File: config.mk
export PLATFORM = sky130hd
export DESIGN_NAME = camac_cycle_arbiter
export DESIGN_NICKNAME = d
export VERILOG_FILES = /design/src/rtl/camac_cycle_arbiter.sv
export SDC_FILE = /design/constraint.sdc
export NUM_CORES = 1
export LEC_CHECK = 0
export CAP_MARGIN = 20
export CORE_MARGIN = 2
export CORE_UTILIZATION = 45
export DETAILED_ROUTE_END_ITERATION = 10
export GPL_TIMING_DRIVEN = 0
export PLACE_DENSITY_LB_ADDON = 0.25
export SLEW_MARGIN = 20
export SYNTH_ARGS = -nofsm -noshare
export SYNTH_HDL_FRONTEND = slang
export SYNTH_SLANG_ARGS = --single-unit
File: constraint.sdc
create_clock -name clk -period 3.7 [get_ports clk]
set_input_delay 0.74 -clock clk [delete_from_list [all_inputs] [get_ports clk]]
set_output_delay 0.74 -clock clk [all_outputs]
set_load 0.01 [all_outputs]
File: src/rtl/camac_cycle_arbiter.sv
// camac_cycle_arbiter: shares one CAMAC cycle engine between the ISA host
// (port 0) and the LAM/auto-poll engine (port 1).
//
// Ports:
//   clk, reset         clock, synchronous active-high reset
//   req0/a0/w0         host request (level), sub-address, direction (1=write)
//   req1/a1/w1         LAM engine request, sub-address, direction
//   grant0/grant1      port owns the automate from SETUP through DONE
//   done0/done1        one-cycle completion pulse for the owning port
//   err                valid with done*: cycle aborted by timeout
//   q_resp/x_resp      x0/x1 captured when rdy is seen in STROBE
//   a/w/sel            latched address/direction and strobe to the automate
//   rdy                cycle-complete from the automate
//   x0/x1              Q/X responses from the automate
//   busy               arbiter is not idle
module camac_cycle_arbiter #(
    parameter int TIMEOUT_CYCLES = 255,
    parameter int CNT_W          = 8,
    parameter bit HOST_PRIORITY  = 1'b0
) (
    input  logic       clk,
    input  logic       reset,
    input  logic       req0,
    input  logic [1:0] a0,
    input  logic       w0,
    input  logic       req1,
    input  logic [1:0] a1,
    input  logic       w1,
    output logic       grant0,
    output logic       grant1,
    output logic       done0,
    output logic       done1,
    output logic       err,
    output logic       q_resp,
    output logic       x_resp,
    output logic [1:0] a,
    output logic       w,
    output logic       sel,
    input  logic       rdy,
    input  logic       x0,
    input  logic       x1,
    output logic       busy
);

    typedef enum logic [2:0] {
        IDLE,
        SETUP,
        STROBE,
        RELEASE,
        DONE
    } state_t;

    localparam logic [CNT_W-1:0] TO_LAST = CNT_W'(TIMEOUT_CYCLES - 1);

    state_t           state_q;
    state_t           state_d;
    logic [CNT_W-1:0] cnt_q;
    logic             owner_q;
    logic             last_q;
    logic [1:0]       a_q;
    logic             w_q;
    logic             q_q;
    logic             x_q;
    logic             err_q;

    logic             win_vld;
    logic             win;
    logic             cap;
    logic             err_set;
    logic             tmo;

    assign tmo = (cnt_q == TO_LAST);

    always_comb begin
        state_d = state_q;
        win_vld = 1'b0;
        win     = 1'b0;
        cap     = 1'b0;
        err_set = 1'b0;
        unique case (state_q)
            IDLE: begin
                if (req0 || req1) begin
                    win_vld = 1'b1;
                    if (req0 && req1)
                        // On a tie, round-robin hands it to whoever did not win last.
                        win = HOST_PRIORITY ? 1'b0 : ~last_q;
                    else
                        win = req1;
                    state_d = SETUP;
                end
            end
            SETUP: begin
                state_d = STROBE;
            end
            STROBE: begin
                // rdy already high on entry still counts as completion.
                if (rdy) begin
                    cap     = 1'b1;
                    state_d = RELEASE;
                end else if (tmo) begin
                    err_set = 1'b1;
                    state_d = RELEASE;
                end
            end
            RELEASE: begin
                if (!rdy) begin
                    state_d = DONE;
                end else if (tmo) begin
                    err_set = 1'b1;
                    state_d = DONE;
                end
            end
            DONE: begin
                state_d = IDLE;
            end
            default: begin
                state_d = IDLE;
            end
        endcase
    end

    always_ff @(posedge clk) begin
        if (reset) begin
            state_q <= IDLE;
            cnt_q   <= '0;
            owner_q <= 1'b0;
            last_q  <= 1'b1;
            a_q     <= 2'b00;
            w_q     <= 1'b0;
            q_q     <= 1'b0;
            x_q     <= 1'b0;
            err_q   <= 1'b0;
        end else begin
            state_q <= state_d;
            // Counter restarts on every state change and saturates at the limit.
            if (state_d != state_q)
                cnt_q <= '0;
            else if (!tmo)
                cnt_q <= cnt_q + CNT_W'(1);
            if (win_vld) begin
                owner_q <= win;
                last_q  <= win;
                a_q     <= win ? a1 : a0;
                w_q     <= win ? w1 : w0;
            end
            if (cap) begin
                q_q <= x0;
                x_q <= x1;
            end
            if (err_set)
                err_q <= 1'b1;
            else if (state_q == DONE)
                err_q <= 1'b0;
        end
    end

    assign busy   = (state_q != IDLE);
    assign grant0 = busy & ~owner_q;
    assign grant1 = busy & owner_q;
    assign done0  = (state_q == DONE) & ~owner_q;
    assign done1  = (state_q == DONE) & owner_q;
    assign err    = (state_q == DONE) & err_q;
    assign sel    = (state_q == STROBE);
    assign a      = a_q;
    assign w      = w_q;
    assign q_resp = q_q;
    assign x_resp = x_q;

endmodule

==> impl_metrics.csv, run 1 <==
group,metric,value,unit
timing,fin_tns_setup,0,ps
clock_tree,clock_sinks,19,
yosys,ys_top_cells_by_area,"dfxtp_1 41%, mux2i_1 6.5%, nor2_1 6.5%",
clock_tree,cts_resized,0,
setup_path,critPathRequiredTime,2960,ps
pwr,vdd_drop_max,0.216,mV
yosys,avgSynthCellArea,9.11,um2
global_route,grt_pass1_vias,659,
setup_path,cp-end-kind,"output pin",
timing,maxSlewHeadroom,72.3,%
setup_path,cp-startpoint,"state_q[0]",
setup_path,cp_top_family,"buffers and inverters",
yosys,synthFlopType,"dfxtp_1",
setup_path,slowest_stage,"clkdlybuf4s50_1",
outcome,status,"finished clean",
die,die_x,49.2,um
detailed_routing,dr.pass1.iters,4,
clock_tree,cts_inserted_buffers,3,
worst_hold_path,hp-start,"last_q",
global_route,track_usage,16.3,%
timing,fin_skew,3.70,ps
die,core-area,1940,um2
yosys,synth_edf_count,0,
detailed_routing,wl_per_cell,11.9,um
timing,min_period_over_period,65.2,%
yosys,ys_seq_elements,19,
pwr,powerDensity,371,nW/um2
clock_tree,postCtsSetupBuffers,0,
clock_tree,postCtsHoldBufs,0,
yosys,async_flop_share,0,%
yosys,synth_top_area_share,41.4,%
worst_hold_path,min_path_type,"flip-flop to flip-flop",
yosys,synth.distinct_cells,34,
clock_tree,path_clk_slew,100,ps
yosys,syn_area,920,um2
clock_tree,htreeDepth,1,
detailed_routing,wirelength,1850,um
setup_path,critPathBufInv,2,
die,die_h,49.2,um
timing,worst_slew_pin_slew,416,ps
setup_path,crit_path_start_kind,"flip-flop",
global_route,antenna_found_initial,0,
yosys,synth_commonest_cells,"19 x dfxtp_1, 16 x nor2_1, 8 x a21oi_1, 6 x mux2i_1, 5 x nand3_1",
setup_path,crit_fanout,10,
yosys,yosysTopAreaCell,"dfxtp_1",
global_route,grt_first_pass_wirelength,3050,um
global_route,grt_start_max_net_pins,11,
setup_path,timing.rr.start,"cnt_q[0]",
worst_hold_path,worstHoldPathCells,2,
clock_tree,cts_tree,"done",
global_route,grt-ovfl-total,0,
setup_path,path_depth,5,
detailed_routing,vias,811,
cells_and_area,fin_nets,145,
placement,dp_cells,152,
yosys,yosys_warnings,0,
run,drv_cap,0,
cells_and_area,diodes,0,
setup_path,crit_top_cell,"nor2_1",
die,rows,16,
clock_tree,cts_root_buf,"clkbuf_4",
detailed_routing,drc,0,
timing,slew_viol_final,0,
setup_path,crit_arrival,1670,ps
yosys,seq_area_frac_synth,41.4,%
timing,fmax,415,MHz
pwr,leakagePower,0.462,nW
clock_tree,clock_latency,290,ps
yosys,syn_nets,116,
timing,setup_viol,0,
cells_and_area,area_growth,32.7,%
yosys,yosysMostFrequentCell,"dfxtp_1",
timing,hold_viol,0,
setup_path,critPathMaxStageDelay,540,ps
detailed_routing,antenna_left,0,
placement,hpwl,1390,um
cells_and_area,final_cells,156,
setup_path,path_cells,"buf_2 > nor2_1 > nand2_1 > nor2_1 > clkdlybuf4s50_1",
timing,grt_setup_unrepaired,"false",
timing,period_minus_slack,2410,ps
clock_tree,clk_path_buf_depth,2,
die,initial_core_util,47.4,%
placement,io_buffers,24,
die,dieArea,2420,um2
placement,gp_congestion,0.802,
yosys,syn_inst,101,
setup_path,crit_type,"flip-flop to output pin",
cells_and_area,drive_gt1_share,8.53,%
die,ios,25,
detailed_routing,drt_iter0_drc,27,
detailed_routing,via_per_inst,5.20,
setup_path,rr_worst_depth,6,
kinds of logic after synthesis:
kind of cell | synth area share [%]
adder cells (fa/ha/maj) | 2.72
multiplexers | 6.53
AO/OA/AOI/OAI | 17.7
flip-flops | 41.4
buffers and inverters | 2.31
AND/OR/NAND/NOR | 23.7
XOR/XNOR | 5.72
where the power goes:
| group | switching, W | internal [W] |
|---|---|---|
| clock network | 0.0000606 | 0.0000419 |
| logic | 0.0000562 | 0.0000625 |
| registers | 0.0000126 | 0.000219 |
routing by layer:
layer  global-route usage (%)  share of wire (%)  vias to the layer above
met2                     25.5                 47                       15
li1                         -                  -                      425
met5                        0                  0                        -
met4                     5.71               0.54                        0
met3                     4.29                4.6                        2
met1                     21.6                 48                      369
layout make-up:
cell class              instances  area, um2
flip-flops and latches         19        380
clock buffers                   4       26.3
well taps                      27       33.8
multi-input cells              77        518
plain buffers                   3       13.8
fillers                       182        722
repair buffers                 24        240
inverters                       2       7.51
tightest hold or removal path: stages (launching register included):
cell	delay, ps
dfxtp_1	330
nand2_1	50
nand3b_1	60
metrics by stage:
stage	total power [W]	util (%)	area [um2]	setup slack, ps	hold slack, ps
after floorplan	0.000301	-	920	2050	441
after global placement	0.000351	61.5	1190	1460	457
after detailed placement	0.000356	61.5	1190	1440	474
after CTS	0.000459	62.8	1220	1270	498
after global routing	0.000484	62.8	1220	1180	529
final	0.000453	62.8	1220	1290	491
cells in the final DEF, fill, tap and decap left out, types with 3 or more instances in the layout:
master	instances
mux2i_1	6
clkbuf_4	3
nor2_1	16
dfxtp_1	19
a211oi_1	3
clkdlybuf4s50_1	24
nand2_1	4
and3_1	3
a21oi_1	8
xnor2_1	3
o21ai_0	4
xor2_1	3
nand3_1	5
state kept, by name, indices dropped and copies added, names as in the netlist:
| name | flops |
|---|---|
| a | 2 |
| cnt_q | 8 |
| err_q | 1 |
| last_q | 1 |
| owner_q | 1 |
| q_resp | 1 |
| state_q | 3 |
| w | 1 |
| x_resp | 1 |
worst paths after layout:
path / to / slack (ps)
worst max-delay path: done0 / 1290
worst min-delay path: last_q / 490
worst max register to register: cnt_q[6] / 2120
worst min register to register: last_q / 490
Note: power is estimated with default switching activity, not from simulation.
==> run 2, diff against run 1 <==
--- a/config.mk
+++ b/config.mk
@@ -7,7 +7,7 @@
 export LEC_CHECK = 0
 export CAP_MARGIN = 20
 export CORE_MARGIN = 2
-export CORE_UTILIZATION = 45
+export CORE_UTILIZATION = 42
 export DETAILED_ROUTE_END_ITERATION = 10
 export GPL_TIMING_DRIVEN = 0
 export PLACE_DENSITY_LB_ADDON = 0.25
==> constraint.sdc (replaced) <==
create_clock -name clk -period 2.15 [get_ports clk]
set_input_delay 0.43 -clock clk [delete_from_list [all_inputs] [get_ports clk]]
set_output_delay 0.43 -clock clk [all_outputs]
set_load 0.01 [all_outputs]
==> run 2 against run 1 <==
- register-to-register slack worse by 1600 ps
- setup slack worse by 1200 ps
- final cell count unchanged
- via count up 1.7%
- clock power up 77%
- wire length up 0.81%
- clock-buffer cell count down 1
- core utilization down 2.1 points
- sequential power up 72%
- non-clock buffer count unchanged
- first-iteration DRC count down 59%
- final area up 0.62%
- critical path type unchanged
==> impl_metrics.csv, run 2 (synthesis results as in run 1) <==
group,metric,value,unit
outcome,status,"finished clean",
detailed_routing,via_per_inst,5.29,
clock_tree,clock_latency,290,ps
detailed_routing,dr.pass1.iters,4,
pwr,powerDensity,642,nW/um2
timing,fin_tns_setup,0,ps
timing,worst_slew_pin_slew,454,ps
setup_path,crit_arrival,1640,ps
die,rows,16,
detailed_routing,wl_per_cell,12.0,um
setup_path,rr_worst_depth,6,
cells_and_area,mostFrequentLayoutCells,"23 x clkdlybuf4s50_1, 18 x dfxtp_1, 15 x nor2_1",
global_route,grt_start_max_net_pins,12,
timing,slew_viol_final,0,
setup_path,cp-end-kind,"output pin",
clock_tree,cts_tree,"done",
worst_hold_path,hp-start,"last_q",
die,ios,25,
detailed_routing,wirelength,1870,um
timing,fmax,483,MHz
timing,worst_hold_slack,493,ps
setup_path,critPathRequiredTime,1720,ps
detailed_routing,vias,825,
cells_and_area,area_growth,33.5,%
detailed_routing,drc,0,
pwr,vdd_drop_max,0.422,mV
placement,io_buffers,24,
clock_tree,cts_inserted_buffers,3,
detailed_routing,antenna_left,0,
die,dieArea,2580,um2
clock_tree,clk_path_buf_depth,2,
global_route,track_usage,16.1,%
setup_path,cp-startpoint,"state_q[0]",
cells_and_area,largest_register_ffs,8,
global_route,grt_first_pass_wirelength,3250,um
timing,fin_skew,6.08,ps
clock_tree,postCtsHoldBufs,0,
cells_and_area,drive_gt1_share,10.9,%
placement,hpwl,1380,um
placement,place_ws,194,ps
die,die_x,50.8,um
run,drv_cap,0,
timing,min_period_over_period,96.4,%
cells_and_area,diodes,0,
setup_path,crit_path_start_kind,"flip-flop",
cells_and_area,final_common_cell,"clkdlybuf4s50_1",
worst_hold_path,min_path_type,"flip-flop to flip-flop",
clock_tree,cts_root_buf,"clkbuf_4",
setup_path,timing.rr.start,"cnt_q[0]",
placement,gp_congestion,0.735,
detailed_routing,drt_iter0_drc,11,
timing,setup_viol,0,
clock_tree,clock_sinks,19,
clock_tree,path_clk_slew,120,ps
setup_path,crit_fanout,10,
clock_tree,htreeDepth,1,
global_route,grt_pass1_vias,758,
worst_hold_path,worstHoldPathCells,2,
timing,hold_viol,0,
die,initial_core_util,45.5,%
timing,maxSlewHeadroom,69.8,%
global_route,grt-ovfl-total,0,
setup_path,crit_type,"flip-flop to output pin",
cells_and_area,fin_nets,145,
cells_and_area,top_register,"cnt_q",
timing,timing.final.ws_setup,77.8,ps
die,die_h,50.8,um
die,core-area,2020,um2
timing,grt_setup_unrepaired,"false",
timing,period_minus_slack,2070,ps
global_route,antenna_found_initial,0,
pwr,leakagePower,0.484,nW
-- run 2: changes by cell type in the layout (fill, tap and decap cells not counted) --
cell,previous run,this run
clkbuf_1,2,1
clkdlybuf4s50_1,24,23
clkinv_2,0,1
dfxtp_1,19,18
dfxtp_2,0,1
dlymetal6s2s_1,0,1
nor2_1,16,15
nor2_2,0,1
-- run 2: per-stage QoR --
stage / std cells / utilization [%] / area (um2) / total power (W)
after floorplan: 101 / - / 920 / 0.000518
after global placement: 152 / 59.0 / 1190 / 0.000606
after detailed placement: 152 / 59.0 / 1190 / 0.000611
after CTS: 156 / 60.4 / 1220 / 0.000792
after global routing: 156 / 60.7 / 1230 / 0.000824
final: 156 / 60.7 / 1230 / 0.000788
-- run 2: final timing paths --
check             endpoint  slack [ps]
setup / recovery    grant1          80
hold reg to reg     last_q         490
hold / removal      last_q         490
setup reg to reg  cnt_q[1]         560
-- run 2: timing repair --
action | 4_1_cts | 5_1_grt
resized for setup | 0 | 3
setup buffers | 0 | 0
setup endpoints to repair | 0 | 4
-- run 2: per-layer routing --
layer  track usage [%]  vias to the layer above  routed length [um]
li1                  -                      423                   -
met1              20.9                      387                 896
met2              27.0                       13                 897
met3              3.57                        2                  68
met4              4.05                        0                   7
met5                 0                        -                   0
-- run 2: worst max-delay path: stages, from the launching register on --
cell and delay, ps:
dfxtp_1 310, buf_2 180, nor3_4 290, nor2b_1 80, clkdlybuf4s50_1 480
-- run 2: report_power, final --
part           internal [W]  switching [W]
combinational      0.000108      0.0000980
sequential         0.000378      0.0000220
clock             0.0000691       0.000113
total              0.000555       0.000233
-- run 2: final cells by class --
class	count	area (um2)
Buffer	3	13.8
Multi-Input combinational cell	77	520
Tap cell	27	33.8
Clock buffer	3	22.5
Fill cell	181	795
Timing Repair Buffer	24	243
Clock inverter	1	5.00
Inverter	2	7.51
Sequential cell	19	382
